<file path="src/rtl/rgmii_speed_scan_ctrl.sv">
// rgmii_speed_scan_ctrl: round-robin scheduler that time-shares one RGMII rx-clock
// measurement engine across NUM_PORTS ports, classifies each port's clock count as a
// link speed, debounces it, and publishes per-port speed / link-valid flags.
// Optional feature: define SPEED_SCAN_10M_EN to enable the 10M (code 10) classification.
module rgmii_speed_scan_ctrl #(
  parameter int unsigned NUM_PORTS    = 4,
  parameter int unsigned PSEL_W       = 2,
  parameter int unsigned CNT_W        = 7,
  parameter int unsigned SETTLE_CYC   = 64,
  parameter int unsigned MEAS_TIMEOUT = 200,
  parameter int unsigned DEBOUNCE     = 3,
  parameter int unsigned TH_100       = 40,
  parameter int unsigned TH_10        = 6
) (
  input  logic                   sys_clk,
  input  logic                   sys_rst_n,
  input  logic                   enable,
  output logic [PSEL_W-1:0]      port_sel,
  output logic                   meas_clr,
  output logic                   meas_start,
  input  logic                   meas_done,
  input  logic [CNT_W-1:0]       meas_count,
  output logic [2*NUM_PORTS-1:0] speed,
  output logic [NUM_PORTS-1:0]   link_valid,
  output logic                   speed_chg,
  output logic [PSEL_W-1:0]      chg_port
);

  localparam logic [7:0]        SettleLast = 8'(SETTLE_CYC - 1);
  localparam logic [9:0]        TmoLast    = 10'(MEAS_TIMEOUT);
  localparam logic [2:0]        DebCnt     = 3'(DEBOUNCE);
  localparam logic [CNT_W-1:0]  Th100      = CNT_W'(TH_100);
  localparam logic [PSEL_W-1:0] LastPort   = PSEL_W'(NUM_PORTS - 1);
`ifdef SPEED_SCAN_10M_EN
  localparam logic [CNT_W-1:0]  Th10       = CNT_W'(TH_10);
`endif

  typedef enum logic [2:0] {StIdle, StSelect, StStart, StWait, StEval, StNext} state_e;

  state_e            r_state, w_state_d;
  logic [PSEL_W-1:0] r_port;
  logic [7:0]        r_settle;
  logic [9:0]        r_tmo;
  logic [CNT_W-1:0]  r_count;
  logic              r_noclk;
  logic              r_meas_clr, r_meas_start;
  logic [1:0]        r_spd   [NUM_PORTS];
  logic [1:0]        r_cand  [NUM_PORTS];
  logic [2:0]        r_agree [NUM_PORTS];
  logic [NUM_PORTS-1:0] r_link;
  logic              r_chg;
  logic [PSEL_W-1:0] r_chg_port;

  logic       w_timeout;
  logic [1:0] w_cls;
  logic       w_hit, w_commit, w_changed, w_new_lv;
  logic [1:0] w_cand_n;
  logic [2:0] w_agree_n;

  assign w_timeout = (r_tmo == TmoLast);

  // State register.
  always_ff @(posedge sys_clk or negedge sys_rst_n) begin
    if (!sys_rst_n) r_state <= StIdle;
    else            r_state <= w_state_d;
  end

  // Next-state decode; a done pulse in the timeout cycle still counts as a result.
  always_comb begin
    w_state_d = r_state;
    unique case (r_state)
      StIdle:   if (enable) w_state_d = StSelect;
      StSelect: if (r_settle == SettleLast) w_state_d = StStart;
      StStart:  w_state_d = StWait;
      StWait:   if (meas_done || w_timeout) w_state_d = StEval;
      StEval:   w_state_d = StNext;
      StNext:   w_state_d = enable ? StSelect : StIdle;
      default:  w_state_d = StIdle;
    endcase
  end

  // Settle/timeout counters, result capture, port advance and registered engine controls.
  always_ff @(posedge sys_clk or negedge sys_rst_n) begin
    if (!sys_rst_n) begin
      r_port       <= '0;
      r_settle     <= '0;
      r_tmo        <= '0;
      r_count      <= '0;
      r_noclk      <= 1'b0;
      r_meas_clr   <= 1'b1;
      r_meas_start <= 1'b0;
    end else begin
      r_settle     <= (r_state == StSelect) ? r_settle + 8'd1 : 8'd0;
      r_meas_clr   <= (w_state_d inside {StIdle, StSelect, StNext});
      r_meas_start <= (w_state_d == StStart);
      if (r_state == StStart) r_tmo <= 10'd1;
      else if (r_state == StWait && !w_timeout) r_tmo <= r_tmo + 10'd1;
      if (r_state == StWait) begin
        if (meas_done) begin
          r_count <= meas_count;
          r_noclk <= 1'b0;
        end else if (w_timeout) begin
          r_noclk <= 1'b1;
        end
      end
      if (r_state == StNext) r_port <= (r_port == LastPort) ? '0 : r_port + 1'b1;
    end
  end

  // Speed classification of the captured result.
  always_comb begin
    w_cls = 2'b01;
    if (r_noclk) w_cls = 2'b11;
    else if (r_count > Th100) w_cls = 2'b00;
`ifdef SPEED_SCAN_10M_EN
    else if (r_count <= Th10) w_cls = 2'b10;
`endif
  end

  // Per-port debounce update for the port currently being evaluated.
  always_comb begin
    w_hit     = r_link[r_port] && (w_cls == r_spd[r_port]);
    w_cand_n  = r_cand[r_port];
    w_agree_n = r_agree[r_port];
    w_commit  = 1'b0;
    if (w_hit) begin
      w_agree_n = 3'd0;
    end else if (w_cls == r_cand[r_port]) begin
      w_agree_n = (r_agree[r_port] == 3'd7) ? 3'd7 : r_agree[r_port] + 3'd1;
    end else begin
      w_cand_n  = w_cls;
      w_agree_n = 3'd1;
    end
    if (!w_hit && w_agree_n == DebCnt) begin
      w_commit  = 1'b1;
      w_agree_n = 3'd0;
    end
    w_new_lv  = (w_cand_n != 2'b11);
    w_changed = w_commit && ((w_cand_n != r_spd[r_port]) || (w_new_lv != r_link[r_port]));
  end

  // Debounce state and published speed/link registers, written only in EVAL.
  always_ff @(posedge sys_clk or negedge sys_rst_n) begin
    if (!sys_rst_n) begin
      for (int p = 0; p < NUM_PORTS; p++) begin
        r_spd[p]   <= 2'b00;
        r_cand[p]  <= 2'b00;
        r_agree[p] <= 3'd0;
      end
      r_link     <= '0;
      r_chg      <= 1'b0;
      r_chg_port <= '0;
    end else begin
      r_chg <= 1'b0;
      if (r_state == StEval) begin
        r_cand[r_port]  <= w_cand_n;
        r_agree[r_port] <= w_agree_n;
        if (w_commit) begin
          r_spd[r_port]  <= w_cand_n;
          r_link[r_port] <= w_new_lv;
        end
        r_chg <= w_changed;
        if (w_changed) r_chg_port <= r_port;
      end
    end
  end

  for (genvar g = 0; g < NUM_PORTS; g++) begin : g_speed
    assign speed[2*g +: 2] = r_spd[g];
  end

  assign port_sel   = r_port;
  assign meas_clr   = r_meas_clr;
  assign meas_start = r_meas_start;
  assign link_valid = r_link;
  assign speed_chg  = r_chg;
  assign chg_port   = r_chg_port;

endmodule
</file>
<file path="config.mk">
export PLATFORM = sky130hd
export DESIGN_NAME = rgmii_speed_scan_ctrl
export DESIGN_NICKNAME = d
export VERILOG_FILES = /design/src/rtl/rgmii_speed_scan_ctrl.sv
export SDC_FILE = /design/constraint.sdc
export NUM_CORES = 1
export LEC_CHECK = 0
export CAP_MARGIN = 20
export CORE_MARGIN = 4
export CORE_UTILIZATION = 50
export CTS_CLUSTER_DIAMETER = 120
export DETAILED_ROUTE_END_ITERATION = 12
export GPL_ROUTABILITY_DRIVEN = 0
export PLACE_DENSITY = 0.81
export RECOVER_POWER = 50
export SYNTH_ARGS = -nofsm -noshare
export SYNTH_HDL_FRONTEND = slang
export SYNTH_SLANG_ARGS = --single-unit
</file>
<file path="constraint.sdc">
create_clock -name sys_clk -period 2.6 [get_ports sys_clk]
set_input_delay 0.52 -clock sys_clk [delete_from_list [all_inputs] [get_ports sys_clk]]
set_output_delay 0.52 -clock sys_clk [all_outputs]
set_load 0.05 [all_outputs]
</file>
==> metrics.md, run 1 <==
| Metric | Value |
|---|---|
| Violated checks | setup timing |
| H-tree depth | 3 |
| Pin count of the biggest net entering global routing | 40 |
| Post-DRT Antenna Nets | 0 |
| Pint | 2.05 mW |
| Post-synth cell types | 44 |
| Placed cell count | 411 |
| Routed vias/inst | 5.55 |
| Startpoint types | flop |
| Sw frac | 30.1% |
| Avg Cell Area, Syn | 11.6 sq um |
| Vias in the first global route | 2513 |
| CP max FO | 4 |
| Worst Max-Slew Pin Slew | 1.35 ns |
| Total global routing overflow | 0 |
| Final hold slack | 0.477 ns |
| HPWL after DPL | 5090 um |
| Synth warn | 0 |
| Critical path buffers and inverters | 1 |
| Wl on met1 | 2930 um |
| Initial antenna violation count | 0 |
| Post-route DRC | 0 |
| IO Port Bufs | 29 |
| Critical Path Start | port_sel[0] |
| Total track usage | 20.4% |
| Max_slew headroom | 10.2% |
| Met3 wire length | 396 um |
| CP required | 2.83 ns |
| Post-Syn Instances | 282 |
| First-pass GRT wire length | 12000 um |
| RSZ-0062 raised after global routing | yes |
| Num CTS Buffers | 9 |
| Clock Power Share | 29.5% |
| Worst ir drop on vdd | 0.000754 V |
| Logic pwr share | 25.8% |
| EDFF count, synth | 0 |
| Worst flop-to-flop path startpoint | port_sel[0] |
| Post-route clock period utilization | 105% |
| # Max-Cap Violations | 0 |
| CTS tree | yes |
| Power density over cell area | 713 mW/mm^2 |
| Filler cells | 440 |
| CP Capture Point | speed[4] |
| I/O pin total | 30 |
| Final setup margin | -0.123 ns |
| R2R cell count | 7 |
| Wire per inst | 16.5 um |
| CP Depth | 7 |
| Ys async rst share | 100% |
| # setup viols final | 13 |
| Clock-pin slew on the worst setup and hold paths | 0.07 ns |
| Post-Place Cell Area | 0.00388 sq mm |
| Final Max Slew Viols | 0 |
| Critical path start-end classification | reg -> reg |
| Multi-input gate area | 0.00156 sq mm |
| Pre-antenna DRT Iters | 4 |
| Non-Filler Cell Area, Final | 0.00411 sq mm |
| Worst skew pair latency | 0.34 ns |
| DRT Wirelength | 7090 um |
| Clk root buf | clkbuf_8 |
| FF-to-FF End | speed[4] |
| Uppermost layer routed | met4 |
| Final hold violations | 0 |
| Crit path max-delay family | multiplexers |
| Die Area | 0.00789 sq mm |
| Via count | 2380 |
| # diodes | 0 |
| Non-filler cells, final | 429 |
| Leak pwr | 1.91 nW |
| Cell Rows | 29 |
| Share of layout cells above drive strength 1 | 26.7% |
| Largest buffer count on any clock path | 2 |
| Critical Path Max Stage Delay | 0.56 ns |
| Final Net Count | 366 |
| FMAX | 367 MHz |
| Net Sw Power | 0.882 mW |
| Slowest-stage cell, CP | mux4_2 |
| Net Count, Synth | 301 |
| Area Growth Syn to Fin | 25.9% |
| Number of clock sinks | 68 |
| DR WL met2 | 3630 um |
| WP data arrival | 2.95 ns |
| Worst Skew | 0.0117 ns |
| Sequential cell area fraction in the yosys report | 52.1% |
| Hold Crit Class | reg -> reg |
| Min Clock Period, post-route | 2.72 ns |
| Synth Register Bits | 68 |
| Status | finished with violations |
| Crit path cell chain | mux4_2 -> ha_4 -> or4b_4 -> a311oi_2 -> buf_4 -> nand3_2 -> mux2_4 |
| Initial Util | 51.5% |
| Die W | 88.8 um |
| Setup crit end kind | flop |
| Die height | 88.8 um |
| R2r setup slk | -0.12 ns |
| Core box area | 0.00635 sq mm |
| FF+latch area | 0.00171 sq mm |
| Mapped cell area | 0.00327 sq mm |
| DR iter-0 viols | 116 |
| Primary FF master, synth | dfrtp_1 |
| Part of the power in registers | 44.6% |
## power groups by stage
stage / logic [mW] / registers [mW] / clock network, mW
after global placement: 0.699 / 1.32 / 0
final: 0.758 / 1.31 / 0.867
after global routing: 0.831 / 1.33 / 0.939
after CTS: 0.758 / 1.31 / 0.893
after detailed placement: 0.731 / 1.33 / 0
after floorplan: 0.453 / 1.33 / 0
## sequential cells by signal (all words and copies together) (netlist names)
register / cells
r_agree: 12
r_tmo: 10
r_cand: 8
r_settle: 8
speed: 8
r_count: 7
link_valid: 4
r_state: 3
chg_port: 2
port_sel: 2
meas_clr: 1
meas_start: 1
r_noclk: 1
speed_chg: 1
## through the flow
stage	total power [mW]	TNS (ns)	utilization, %	setup WS [ns]
5_1_grt	3.10	-2.82	64.8	-0.203
3_3_place_gp	2.02	-0.792	61.0	-0.0699
4_1_cts	2.96	-1.17	65.0	-0.123
2_1_floorplan	1.78	-4.41	-	-0.387
6_report	2.93	-1.25	64.8	-0.123
3_5_place_dp	2.06	-1.62	61.0	-0.146
## metal layers
metal  vias up  GRT usage [%]
met1      1153           25.0
met5         -              0
met4         0           8.79
li1       1130              -
met3        17           6.61
met2        80           33.1
## synth_stat cells (all sizes together) (2+ instances only)
cell    count  area (sq um)
nor4        2          12.5
inv         8          30.0
mux2       28           315
nand2      30           113
nor3        5          25.0
nand4       2          12.5
dfrtp      67          1680
nor2       21          78.8
ha          8           100
or4b        2          20.0
nor2b       5          31.3
nand3      11          55.1
o21ai      20           100
a21oi       8          40.0
clkbuf      6          22.5
and2        3          18.8
mux2i       2          20.0
and3        3          20.0
mux4        8           199
nand2b      4          25.0
xnor2       7          61.3
a31oi       2          12.5
nand3b      3          22.5
xor2       10          87.6
## layout make-up
| cell class | instances | area share, % |
|---|---|---|
| sequential | 68 | 41.5 |
| timing repair buffer | 61 | 12.7 |
| tap | 77 | 2.34 |
| inverter | 8 | 0.730 |
| multi-input combinational | 199 | 37.8 |
| clock inverter | 4 | 1.16 |
| clock buffer | 12 | 3.77 |
## cells by family after synthesis
| kind of cell | after synthesis | share of synthesized area (%) |
|---|---|---|
| AOI/OAI and AO/OA | 39 | 7.12 |
| DFF | 68 | 52.1 |
| and+or+nand+nor | 97 | 14.9 |
| muxes | 38 | 16.3 |
| xor gates and xnor gates | 17 | 4.56 |
| buffers and inverters | 15 | 1.95 |
| adders and majority gates | 8 | 3.06 |
## worst min path at each step
stage	startpoint	to	slack, ns	cells after the start
3_3_place_gp	sys_rst_n	r_agree[4]	0.36	1
3_5_place_dp	sys_rst_n	r_agree[4]	0.36	1
4_1_cts	r_settle[0]	r_settle[0]	0.48	1
6_report	r_settle[0]	r_settle[0]	0.48	1
2_1_floorplan	sys_rst_n	chg_port[0]	0.22	0
5_1_grt	r_settle[0]	r_settle[0]	0.49	1
## worst reg2reg max path, cell delays in order (launching register included)
cell and delay (ns):
dfrtp_2 0.40, mux4_2 0.56, ha_4 0.29, or4b_4 0.46
a311oi_2 0.23, buf_4 0.20, nand3_2 0.12, mux2_4 0.36
## cells in the final DEF (no fill, tap or decap), types with 8 or more instances in the layout
| cell | n |
|---|---|
| inv_1 | 8 |
| nand2_1 | 30 |
| xor2_1 | 10 |
| nor2_1 | 21 |
| buf_4 | 28 |
| clkbuf_8 | 11 |
| dfrtp_1 | 65 |
| o21ai_0 | 19 |
| clkdlybuf4s50_1 | 28 |
| a21oi_1 | 8 |
| mux2_2 | 24 |
## what timing repair did
| item | CTS | global route |
|---|---|---|
| hold buffers | 1 | 0 |
| resized for setup | 9 | 2 |
| endpoints found under the setup margin | 15 | 22 |
| endpoints found under the hold margin | 3 | 0 |
| setup buffers | 1 | 0 |
Power figures use the tool's default switching activity.
==> run 2, diff against run 1 <==
--- a/config.mk
+++ b/config.mk
@@ -13,6 +13,7 @@
 export GPL_ROUTABILITY_DRIVEN = 0
 export PLACE_DENSITY = 0.81
 export RECOVER_POWER = 50
+export SLEW_MARGIN = 10
 export SYNTH_ARGS = -nofsm -noshare
 export SYNTH_HDL_FRONTEND = slang
 export SYNTH_SLANG_ARGS = --single-unit
==> results of run 2 <==
No change in the layout: final DEF, timing and power equal those of run 1.
==> run 3, diff against run 2 <==
--- a/config.mk
+++ b/config.mk
@@ -17,3 +17,4 @@
 export SYNTH_ARGS = -nofsm -noshare
 export SYNTH_HDL_FRONTEND = slang
 export SYNTH_SLANG_ARGS = --single-unit
+export TNS_END_PERCENT = 100
==> results of run 3 <==
No change in the layout: final DEF, timing and power equal those of run 1.
==> RTL edit, RTL diff (config.mk and constraints of run 2) <==
Set the parameter `PSEL_W` to 1 (it was 2).
--- a/src/rtl/rgmii_speed_scan_ctrl.sv
+++ b/src/rtl/rgmii_speed_scan_ctrl.sv
@@ -4,7 +4,7 @@
 // Optional feature: define SPEED_SCAN_10M_EN to enable the 10M (code 10) classification.
 module rgmii_speed_scan_ctrl #(
   parameter int unsigned NUM_PORTS    = 4,
-  parameter int unsigned PSEL_W       = 2,
+  parameter int unsigned PSEL_W       = 1,
   parameter int unsigned CNT_W        = 7,
   parameter int unsigned SETTLE_CYC   = 64,
   parameter int unsigned MEAS_TIMEOUT = 200,
Interface: changed (resized chg_port and port_sel); port bits go from 30 to 28. No check against the original RTL was run, so the function may have changed too.
==> RTL edit against run 2 <==
The run ends with max-capacitance violations, max-slew violations left. Total power is 28% lower. Design area is 27% lower. Largest cell class is now multi-input combinational cells. Hold slack hardly changed. Area after synthesis is 19% lower. Routed wire length is 28% lower. Die area is 17% lower. Global-route usage is 3.0 points lower. Setup slack better by 0.38 ns. Sequential cell count is 18 lower.
==> RTL edit: results (changes against run 2) <==
[run_status]
outcome = finished, violations left  ; unchanged
violations = max-capacitance violations, max-slew violations  ; was negative setup slack

[worst_setup_path]
cp.arrival_ns = 2.54  ; was 2.95 ns
crit_fanout = 17  ; was 4
crit_path_top_delay_cell = dfrtp_2  ; was mux4_2
slowest_delay_ns = 0.59  ; was 0.56 ns

[timing]
max_slew_margin = -0.0149  ; was 0.102
skew_ns = 0.00675  ; was 0.0117 ns
report.final.slew_viol_count = 30  ; was 0

[clocking]
htreeDepth = 2  ; was 3
clk-insertion-delay-late_ns = 0.30  ; was 0.34 ns
cts_buffers = 5  ; was 9
cts_setup_buffers = 0  ; was 1
path_clk_slew_ns = 0.09  ; was 0.07 ns
cts_buffer_depth = 2  ; unchanged
cts_root_buf = clkbuf_8  ; unchanged
cts.repair.resized = 0  ; was 9

[routing]
drt_iter0_markers = 107  ; was 116
wl_per_cell_um = 14.3  ; was 16.5 µm
viasPerCell = 5.52  ; was 5.55
dr.pass1.iters = 4  ; unchanged
vias = 1970  ; was 2380

[global_route]
grt_pass1_wl_mm = 8.87  ; was 12.0 mm
antenna_found_initial = 0  ; unchanged
gr-usage-all-layers = 0.174  ; was 0.204
grt_max_degree = 30  ; was 40
grt_pass1_vias = 1921  ; was 2513

[yosys]
synthTopCellsByArea = dfrtp_1, mux2_2, xor2_1  ; was dfrtp_1, mux2_2, mux4_1
yosys_most_used_dff = dfrtp_1  ; unchanged
postSynthCellCount = 260  ; was 282
yosysUniqueCellTypes = 50  ; was 44
async_flop_share = 1.00  ; unchanged
synth_commonest_cells = dfrtp_1, nand2_1, nor2_1  ; was dfrtp_1, nand2_1, mux2_2
ys_seq_area_frac = 0.474  ; was 0.521
synth_warnings = 0  ; unchanged

[finish]
num_antenna_cells = 0  ; unchanged
fin_area_um2 = 3020  ; was 4110 µm²
fin_nets = 301  ; was 366
reg.largest.list = r_tmo (10), r_settle (8), r_count (7)  ; was r_agree (12), r_tmo (10)
drive_gt1_frac = 0.153  ; was 0.267

[pwr]
p_leak_nw = 1.32  ; was 1.91 nW
max-vdd-ir-drop_mv = 0.477  ; was 0.754 mV

[run]
maxCapViolCount = 1  ; was 0

[place]
detailedPlacementHpwl_mm = 3.79  ; was 5.09 mm
dpl_cell_area_um2 = 2920  ; was 3880 µm²
dp.cells = 349  ; was 411
io_buffers = 21  ; was 29

[hold_path]
hp-class = reg -> reg  ; unchanged

==> RTL edit: cell families (layout without fill, tap and decap cells) <==
kind of cell	Yosys count	after routing	synth area share
AO/OA/AOI/OAI	47	47	0.118
XOR/XNOR	16	16	0.0530
adder cells (fa/ha/maj)	4	4	0.0189
buffers and inverters	23	45	0.0450
flip-flops	50	50	0.474
multiplexers	27	27	0.113
other	1	6	0.00142
AND/OR/NAND/NOR	92	92	0.177
==> RTL edit: final cells by class <==
cell class              count  area [µm²]
fillers                   434        2090
multi-input cells         192        1290
flip-flops and latches     50        1250
repair buffers             27         241
well taps                  70        87.6
clock buffers               5        68.8
clock inverters             3        40.0
inverters                  10        37.5
==> RTL edit: where the power goes <==
group / switching [W] / total (W) / internal [W]
Clock: 0.000254 / 0.000537 / 0.000283
Combinational: 0.000257 / 0.000481 / 0.000225
Sequential: 0.000184 / 0.00110 / 0.000918
==> RTL edit: worst paths after layout <==
check | endpoint | depth (start not counted) | start | slack, ns
hold / removal | r_agree[7]$_DFFE_PN0P_ | 2 | r_agree[7]$_DFFE_PN0P_ | 0.48
setup / recovery | speed[0]$_DFFE_PN0P_ | 7 | port_sel$_DFFE_PN0N_ | 0.25
max in group asynchronous | r_cand[6]$_DFFE_PN0P_ | 2 | sys_rst_n | 0.81
hold reg to reg | r_agree[7]$_DFFE_PN0P_ | 2 | r_agree[7]$_DFFE_PN0P_ | 0.48
min in group asynchronous | r_settle[2]$_DFF_PN0_ | 1 | sys_rst_n | 0.57
setup reg to reg | speed[0]$_DFFE_PN0P_ | 7 | port_sel$_DFFE_PN0N_ | 0.25
==> RTL edit: critical path, delay by kind of cell (launching register included) <==
family                   cells  cell delay [ns]
multiplexers                 2             0.74
AND/OR/NAND/NOR              4             0.67
flip-flops                   1             0.59
adder cells (fa/ha/maj)      1             0.23
==> RTL edit: per-layer routing <==
| layer | share of wire | GRT usage | up-vias |
|---|---|---|---|
| met1 | 0.45 | 0.229 | 961 |
| met5 | 0 | 0 | - |
| met2 | 0.49 | 0.295 | 49 |
| met4 | 0.011 | 0.0405 | 0 |
| met3 | 0.052 | 0.0370 | 5 |
| li1 | - | - | 955 |
==> RTL edit: per-stage QoR <==
step	setup slack, ns	hold slack [ns]
5_1_grt	0.0571	0.520
4_1_cts	0.238	0.240
3_3_place_gp	0.355	0.466
2_1_floorplan	0.0599	0.224
6_report	0.255	0.477
3_5_place_dp	0.254	0.468
